===== src/rtl/axis_pkt_gen.sv =====
// AXI Stream packet generator: emits num_pkts packets of pkt_len beats with a programmable idle gap.
// Define AXIS_PKT_GEN_LFSR_EN to replace the incrementing payload with a Galois LFSR.
module axis_pkt_gen #(
  parameter int                    DATA_WIDTH  = 8,
  parameter int                    TUSER_WIDTH = 1,
  parameter int                    LEN_WIDTH   = 16,
  parameter int                    GAP_WIDTH   = 8,
  parameter logic [DATA_WIDTH-1:0] LFSR_POLY   = 8'hB8
) (
  input  logic                   clk_i,
  input  logic                   arstn_i,
  input  logic                   start_i,
  input  logic [15:0]            num_pkts_i,
  input  logic [LEN_WIDTH-1:0]   pkt_len_i,
  input  logic [GAP_WIDTH-1:0]   gap_i,
  input  logic [DATA_WIDTH-1:0]  seed_i,
  output logic                   busy_o,
  output logic                   done_o,
  output logic [15:0]            pkt_count_o,
  input  logic                   m_axis_tready_i,
  output logic [DATA_WIDTH-1:0]  m_axis_tdata_o,
  output logic                   m_axis_tvalid_o,
  output logic                   m_axis_tlast_o,
  output logic [TUSER_WIDTH-1:0] m_axis_tuser_o
);

  typedef enum logic [1:0] {IDLE, SEND, GAP, DONE} state_e;

  state_e                 state_q, state_d;
  logic [15:0]            num_pkts_q, num_pkts_d;
  logic [LEN_WIDTH-1:0]   last_idx_q, last_idx_d;
  logic [LEN_WIDTH-1:0]   beat_q, beat_d;
  logic [GAP_WIDTH-1:0]   gap_q, gap_d;
  logic [GAP_WIDTH-1:0]   gap_cnt_q, gap_cnt_d;
  logic [15:0]            pkt_cnt_q, pkt_cnt_d;
  logic [DATA_WIDTH-1:0]  data_q, data_d;
  logic                   tvalid_q, tvalid_d;
  logic                   tlast_q, tlast_d;
  logic [TUSER_WIDTH-1:0] tuser_q, tuser_d;
  logic                   busy_q, busy_d;
  logic                   done_q, done_d;
  logic                   hs;

`ifdef AXIS_PKT_GEN_LFSR_EN
  // An all-zero LFSR state would lock up, so a zero seed starts from all-ones instead.
  function automatic logic [DATA_WIDTH-1:0] first_payload(input logic [DATA_WIDTH-1:0] seed);
    return (seed == '0) ? '1 : seed;
  endfunction

  function automatic logic [DATA_WIDTH-1:0] next_payload(input logic [DATA_WIDTH-1:0] v);
    return (v >> 1) ^ (v[0] ? LFSR_POLY : '0);
  endfunction
`else
  function automatic logic [DATA_WIDTH-1:0] first_payload(input logic [DATA_WIDTH-1:0] seed);
    return seed;
  endfunction

  function automatic logic [DATA_WIDTH-1:0] next_payload(input logic [DATA_WIDTH-1:0] v);
    return v + DATA_WIDTH'(1);
  endfunction

  logic unused_poly;
  assign unused_poly = ^LFSR_POLY;
`endif

  assign hs = tvalid_q & m_axis_tready_i;

  // NOTE: sequential state uses non-blocking assignments so every register samples pre-edge values.
  always_ff @(posedge clk_i or negedge arstn_i) begin
    if (!arstn_i) state_q <= IDLE;
    else          state_q <= state_d;
  end

  // NOTE: every variable gets a default before the case so no path can infer a latch.
  always_comb begin
    state_d    = state_q;
    num_pkts_d = num_pkts_q;
    last_idx_d = last_idx_q;
    gap_d      = gap_q;
    beat_d     = beat_q;
    gap_cnt_d  = gap_cnt_q;
    pkt_cnt_d  = pkt_cnt_q;
    data_d     = data_q;

    case (state_q)
      IDLE: begin
        if (start_i) begin
          num_pkts_d = num_pkts_i;
          last_idx_d = (pkt_len_i == '0) ? '0 : pkt_len_i - LEN_WIDTH'(1);
          gap_d      = gap_i;
          beat_d     = '0;
          pkt_cnt_d  = '0;
          data_d     = first_payload(seed_i);
          state_d    = (num_pkts_i == '0) ? DONE : SEND;
        end
      end
      SEND: begin
        if (hs) begin
          data_d = next_payload(data_q);
          if (beat_q == last_idx_q) begin
            beat_d    = '0;
            pkt_cnt_d = pkt_cnt_q + 16'd1;
            if (pkt_cnt_d == num_pkts_q) begin
              state_d = DONE;
            end else if (gap_q != '0) begin
              state_d   = GAP;
              gap_cnt_d = gap_q;
            end
          end else begin
            beat_d = beat_q + LEN_WIDTH'(1);
          end
        end
      end
      GAP: begin
        if (gap_cnt_q == GAP_WIDTH'(1)) state_d = SEND;
        else                            gap_cnt_d = gap_cnt_q - GAP_WIDTH'(1);
      end
      DONE:    state_d = IDLE;
      default: state_d = IDLE;
    endcase

    // Outputs are computed from next-state values so they can be registered with no extra latency.
    tvalid_d   = (state_d == SEND);
    busy_d     = (state_d != IDLE);
    done_d     = (state_d == DONE);
    tlast_d    = tvalid_d && (beat_d == last_idx_d);
    tuser_d    = '0;
    tuser_d[0] = tvalid_d && (beat_d == '0);
  end

  always_ff @(posedge clk_i or negedge arstn_i) begin
    if (!arstn_i) begin
      num_pkts_q <= '0;
      last_idx_q <= '0;
      gap_q      <= '0;
      beat_q     <= '0;
      gap_cnt_q  <= '0;
      pkt_cnt_q  <= '0;
      data_q     <= '0;
      tvalid_q   <= 1'b0;
      tlast_q    <= 1'b0;
      tuser_q    <= '0;
      busy_q     <= 1'b0;
      done_q     <= 1'b0;
    end else begin
      num_pkts_q <= num_pkts_d;
      last_idx_q <= last_idx_d;
      gap_q      <= gap_d;
      beat_q     <= beat_d;
      gap_cnt_q  <= gap_cnt_d;
      pkt_cnt_q  <= pkt_cnt_d;
      data_q     <= data_d;
      tvalid_q   <= tvalid_d;
      tlast_q    <= tlast_d;
      tuser_q    <= tuser_d;
      busy_q     <= busy_d;
      done_q     <= done_d;
    end
  end

  assign busy_o          = busy_q;
  assign done_o          = done_q;
  assign pkt_count_o     = pkt_cnt_q;
  assign m_axis_tdata_o  = data_q;
  assign m_axis_tvalid_o = tvalid_q;
  assign m_axis_tlast_o  = tlast_q;
  assign m_axis_tuser_o  = tuser_q;

endmodule


===== config.mk =====
export PLATFORM = sky130hd
export DESIGN_NAME = axis_pkt_gen
export DESIGN_NICKNAME = d
export VERILOG_FILES = /design/src/rtl/axis_pkt_gen.sv
export SDC_FILE = /design/constraint.sdc
export NUM_CORES = 1
export LEC_CHECK = 0
export ABC_AREA = 1
export CAP_MARGIN = 15
export CORE_MARGIN = 2
export CORE_UTILIZATION = 30
export CTS_CLUSTER_SIZE = 30
export DETAILED_ROUTE_END_ITERATION = 10
export DONT_BUFFER_PORTS = 1
export GPL_TIMING_DRIVEN = 1
export PLACE_DENSITY_LB_ADDON = 0.1
export SLEW_MARGIN = 10
export SYNTH_ARGS = -nofsm -noshare
export SYNTH_HDL_FRONTEND = slang
export SYNTH_SLANG_ARGS = --single-unit

===== constraint.sdc =====
create_clock -name clk_i -period 2.33 [get_ports clk_i]
set_input_delay 0.233 -clock clk_i [delete_from_list [all_inputs] [get_ports clk_i]]
set_output_delay 0.233 -clock clk_i [all_outputs]
set_load 0.03 [all_outputs]

# Word-level counts from Yosys, hierarchy flattened
# Cells that the tools add are included.
# totals
ff_bits	95
inputBits	52
wordCells	76
# op_classes
add_sub_neg	5
eq_ne	15
muxes	28
bitwise	1
n_reduce_logical	14
# ops
op	count
16-bit 2-to-1 mux	9
16-bit case mux with 2 select lines	2
8-bit 2-to-1 mux	7
16-bit == test	3
16-bit logical NOT	3
16-bit by 1-bit adder with 16-bit output, second input constant	2
8-bit case mux with 2 select lines	2
16-bit by 1-bit subtractor with 16-bit output, second input constant	1
2-bit 2-to-1 mux	7
2-bit != test, second input constant	6
8-bit by 1-bit adder with 8-bit output, second input constant	1
8-bit by 1-bit == test with 1-bit output, second input constant	1
2-bit case mux with 4 select lines	1
8-bit nonzero test	1
8-bit by 1-bit subtractor with 8-bit output, second input constant	1
2-bit == test, second input constant	3
6-bit AND reduction	1
2-bit nonzero test	3
2-bit by 1-bit == test with 1-bit output, second input constant	2
4-bit AND reduction	1
3-bit AND reduction	1
1-bit logical AND	2
2-bit logical NOT	1
2-bit AND reduction	1
1-bit bitwise AND	1

# Logic depth before layout (Yosys ltp)
# logic_depth
depth_word	8
depth_mapped	19

# Worst setup path after synthesis
# OpenSTA, ideal clock, no wires.
# synth_timing
path_type	reg-to-reg
startpoint	register pkt_cnt_q[0] (netlist: pkt_count_o[0])
endpoint	register gap_cnt_q[5]
setup_ps	122
arrival_time_ps	2151
required_ps	2208
setup_slack_ps	57
stages_incl_launch_ff	18
period_less_slack_ps	2273
cell_sequence	dfrtp_1 -> ha_1 -> nand2_2 -> nor2_2 -> nand2_1 -> nor2_1 -> nand2_1 -> nand2_1 -> nand2_1 -> nand2_1 -> inv_2 -> nor2_1 -> nand3_1 -> nand2_2 -> o21bai_4 -> buf_4 -> nand2_1 -> o21ai_1
# synth_between
elab_chain_cells	4
# synth_rtl
item	line	text
from (decl)	35	logic [15:0] pkt_cnt_q, pkt_cnt_d;
from (signal assigned)	151	pkt_cnt_q <= pkt_cnt_d;
16-bit by 1-bit adder with 16-bit output	102	pkt_cnt_d = pkt_cnt_q + 16'd1;
16-bit == test	103	if (pkt_cnt_d == num_pkts_q) begin
2-bit != test (no source line)	n/a	
6-bit AND reduction (no source line)	n/a	
to (signal assigned)	150	gap_cnt_q <= gap_cnt_d;
to (decl)	34	logic [GAP_WIDTH-1:0] gap_cnt_q, gap_cnt_d;
# Every way passes these cells.
# A chain may end at the register's enable or synchronous reset.

# Worst setup path in the final report
# layout_timing
startpoint	register beat_q[13]
endpoint	register tuser_q (netlist: m_axis_tuser_o)
# layout_between
elab_chain_cells	6
elab_cells_between_ends	12
# layout_rtl
item	line	text
from (decl)	32	logic [LEN_WIDTH-1:0] beat_q, beat_d;
from (signal assigned)	149	beat_q <= beat_d;
16-bit == test	100	if (beat_q == last_idx_q) begin
16-bit 2-to-1 mux	100	
16-bit 2-to-1 mux	98	if (hs) begin
16-bit case mux with 2 select lines	85	case (state_q)
net beat_d[0]	32	
16-bit logical NOT	128	tuser_d[0] = tvalid_d && (beat_d == '0);
1-bit logical AND	128	
net tuser_d	39	logic [TUSER_WIDTH-1:0] tuser_q, tuser_d;
to (signal assigned)	155	tuser_q <= tuser_d;
to (decl)	39	
# The timed path passes the listed nets, and every way through them passes these cells.

==> results.cfg <==
[outcome]
status = complete, but fails checks
violations = negative hold slack

[grt]
grt_use_total = 0.1911
grt_pass1_vias = 6098
grt_pass1_wl_mm = 33.29
antenna_found_initial = 1
grt-ovfl-total = 0
grt_max_degree = 96

[clock_network]
cts.clk_slew.worst_paths_ps = 70
holdBufCountCts = 13
clk_path_buf_depth = 2
worstSkewPairLatency_ps = 360
numCtsBuffers = 9
cts_max_level = 3
cts_sinks = 95
cts_tree = built
cts_root_buf = clkbuf_16

[detailed_routing]
drc = 0
vias = 6468
routed_wl_mm = 21.07
dr.pass1.iters = 5
wl_per_cell_um = 15.50
drtIter0Drc = 391
avgViaCountPerCell = 4.759
ant_nets = 0

[flow_run]
cap_violations = 0

[critical_path]
critical_path_arrival_ps = 2560
reg2reg_slack_ps = 50
worst_setup_path_end_kind = flop
reg2reg_from = beat_q[13]
path_class = flop to flop
cp.required_ps = 2610
ff2ff_path_depth = 14
path_max_fanout = 5
regToRegEndpoint = m_axis_tuser_o
cp-start-kind = flop

[cells_and_area]
drive_above_1_share = 0.1448
num_antenna_cells = 0
final_nets = 1138
final_util = 0.3734
finalNonFillerCells = 1359
final.fill_count = 2287
flow.area_growth_from_synthesis_pct = 21.12
finalInstanceArea_um2 = 7899

[power_and_ir_drop]
power.switching_mw = 2.348
ir_drop_v = 0.0003729
p_seq_frac = 0.411
total_power_mw = 6.015
combPwrFrac = 0.324
p_int_mw = 3.668
leakage_nw = 3.994
pwr_density_cell_nw_per_um2 = 761.6
pwr-share-clk = 0.265
switching_share = 0.3903

[floorplan]
start_util = 0.3083
die_w_um = 151.4
coreArea_um2 = 21150
dieArea_um2 = 22930
fp.dieH_um = 151.4
ios = 81
num_rows = 53

[sta]
maxSlewHeadroom = 0.6442
rsz0062_at_grt = yes
fin_crit_sh = 0.9796
period_needed_ps = 2282
skew_ps = 10.71
setup_viol = 0
drv_slew = 0
worst_slew_pin_slew_ps = 528.8
setup_tns_ps = 0
whs_ps = -430.1
max_freq_ghz = 0.4381
timing_hold_violations_final = 95

[placed_design]
dp.cells = 1327
dp_hpwl_mm = 16.07
io_buffer_count = 0
dpl_cell_area_um2 = 7287
gp_congestion = 0.8296

[yosys]
ys.flop_type = dfrtp_1
ys_ff_latch = 95
syn-mean-instance-area_um2 = 6.469
synth.distinct_cells = 39
synth_edf_count = 0
ys_seq_area_frac = 0.3645
yosys_warnings = 0
synthCells = 1008
ys_async_sr_fraction = 1.000
synth_area_um2 = 6521
syn-num-nets = 1067

[hold_path]
min_path_type = input pin to asynchronous set/reset pin
worst max-delay path by stage:
stage	from	to	slack, ps	cells after the start
6_report	beat_q[13]	m_axis_tuser_o	50	14
4_1_cts	pkt_count_o[0]	m_axis_tlast_o	2	15
3_3_place_gp	pkt_count_o[0]	m_axis_tlast_o	-100	17
2_1_floorplan	pkt_count_o[0]	gap_cnt_q[5]	60	17
5_1_grt	beat_q[15]	m_axis_tlast_o	-130	17
3_5_place_dp	pkt_count_o[0]	m_axis_tuser_o	-90	17
worst max-delay path: stages, from the launching register on:
cell and delay, ps:
dfrtp_1 440, inv_2 70, nand2_1 60, nand2_1 50
nor2_1 130, nand2_1 110, nor2_2 180, nand3_4 110
buf_4 180, nand3_2 70, nand2_2 70, nor2_2 140
nand4_1 180, or2_0 300, nor2_2 130
synthesized netlist by cell type (11+ instances only):
library cell	instances	area (um2)
dfrtp_1	95	2377
nand3_1	85	425.4
nor2_1	100	375.4
nand4_1	22	137.6
inv_2	16	60.06
inv_1	130	488.0
nand2_1	362	1359
o21ai_1	15	75.07
o22ai_1	13	81.33
a21oi_1	18	90.09
o21ai_0	45	225.2
nand2_2	11	68.82
registers in the layout (all words and copies together), names as in the netlist, 2 cells and up:
register,cells
m_axis_tdata_o,8
num_pkts_q,16
gap_cnt_q,8
pkt_count_o,16
beat_q,16
state_q,2
gap_q,8
last_idx_q,16
timing repair:
action	in CTS	in global routing
gates resized for setup	3	40
pin swaps	0	9
setup endpoints to repair	3	16
hold endpoints to repair	108	95
gates cloned	0	1
buffers inserted	0	2
logic make-up (layout without fill, tap and decap cells):
family          after synthesis  count (layout)  synth area share
fa+ha+maj                     7               7           0.01343
buf+inv                     165             240           0.09824
simple gates                624             625            0.4150
flops                        95              95            0.3645
xor+xnor                     13              13           0.01957
compound gates              104             104           0.08922
power by group through the flow:
stage          Combinational, mW  Sequential (mW)  Clock [mW]
2_1_floorplan               1.33             2.46           0
3_3_place_gp                1.90             2.51           0
3_5_place_dp                1.89             2.50           0
4_1_cts                     1.92             2.47        1.66
5_1_grt                     2.26             2.53        1.71
6_report                    1.95             2.47        1.60
placed cells by master (no fill, tap or decap), drive strengths merged, types with 13 or more instances in the layout:
cell / n
dlygate4sd3: 13
inv: 146
buf: 64
dfrtp: 95
o21ai: 61
clkbuf: 14
o22ai: 13
nor2: 112
nand4: 22
a21oi: 18
nand2: 373
nand3: 95
per-stage QoR:
| step | setup WS (ps) | hold WS, ps |
|---|---|---|
| 2_1_floorplan | 56.79 | -62.59 |
| 3_5_place_dp | -87.44 | -59.16 |
| 4_1_cts | 1.811 | -444.4 |
| 3_3_place_gp | -102.3 | -58.64 |
| 6_report | 47.59 | -430.1 |
| 5_1_grt | -125.5 | -445.8 |
layout make-up:
cell class	instances	area, um2	area share
inverter	147	554.3	0.07017
sequential	95	2381	0.3014
multi-input combinational	749	3652	0.4624
tap	275	344.1	0.04356
timing repair buffer	77	655.6	0.08300
clock buffer	14	274.0	0.03469
clock inverter	2	37.54	0.004752
per-layer routing:
metal	vias to the layer above	share of wire	global-route usage
li1	3347	-	-
met1	2965	0.51	0.2823
met2	141	0.43	0.2903
met3	13	0.052	0.03012
met4	2	0.0084	0.04766
met5	-	0.00062	0
(Power assumes the default switching activity.)
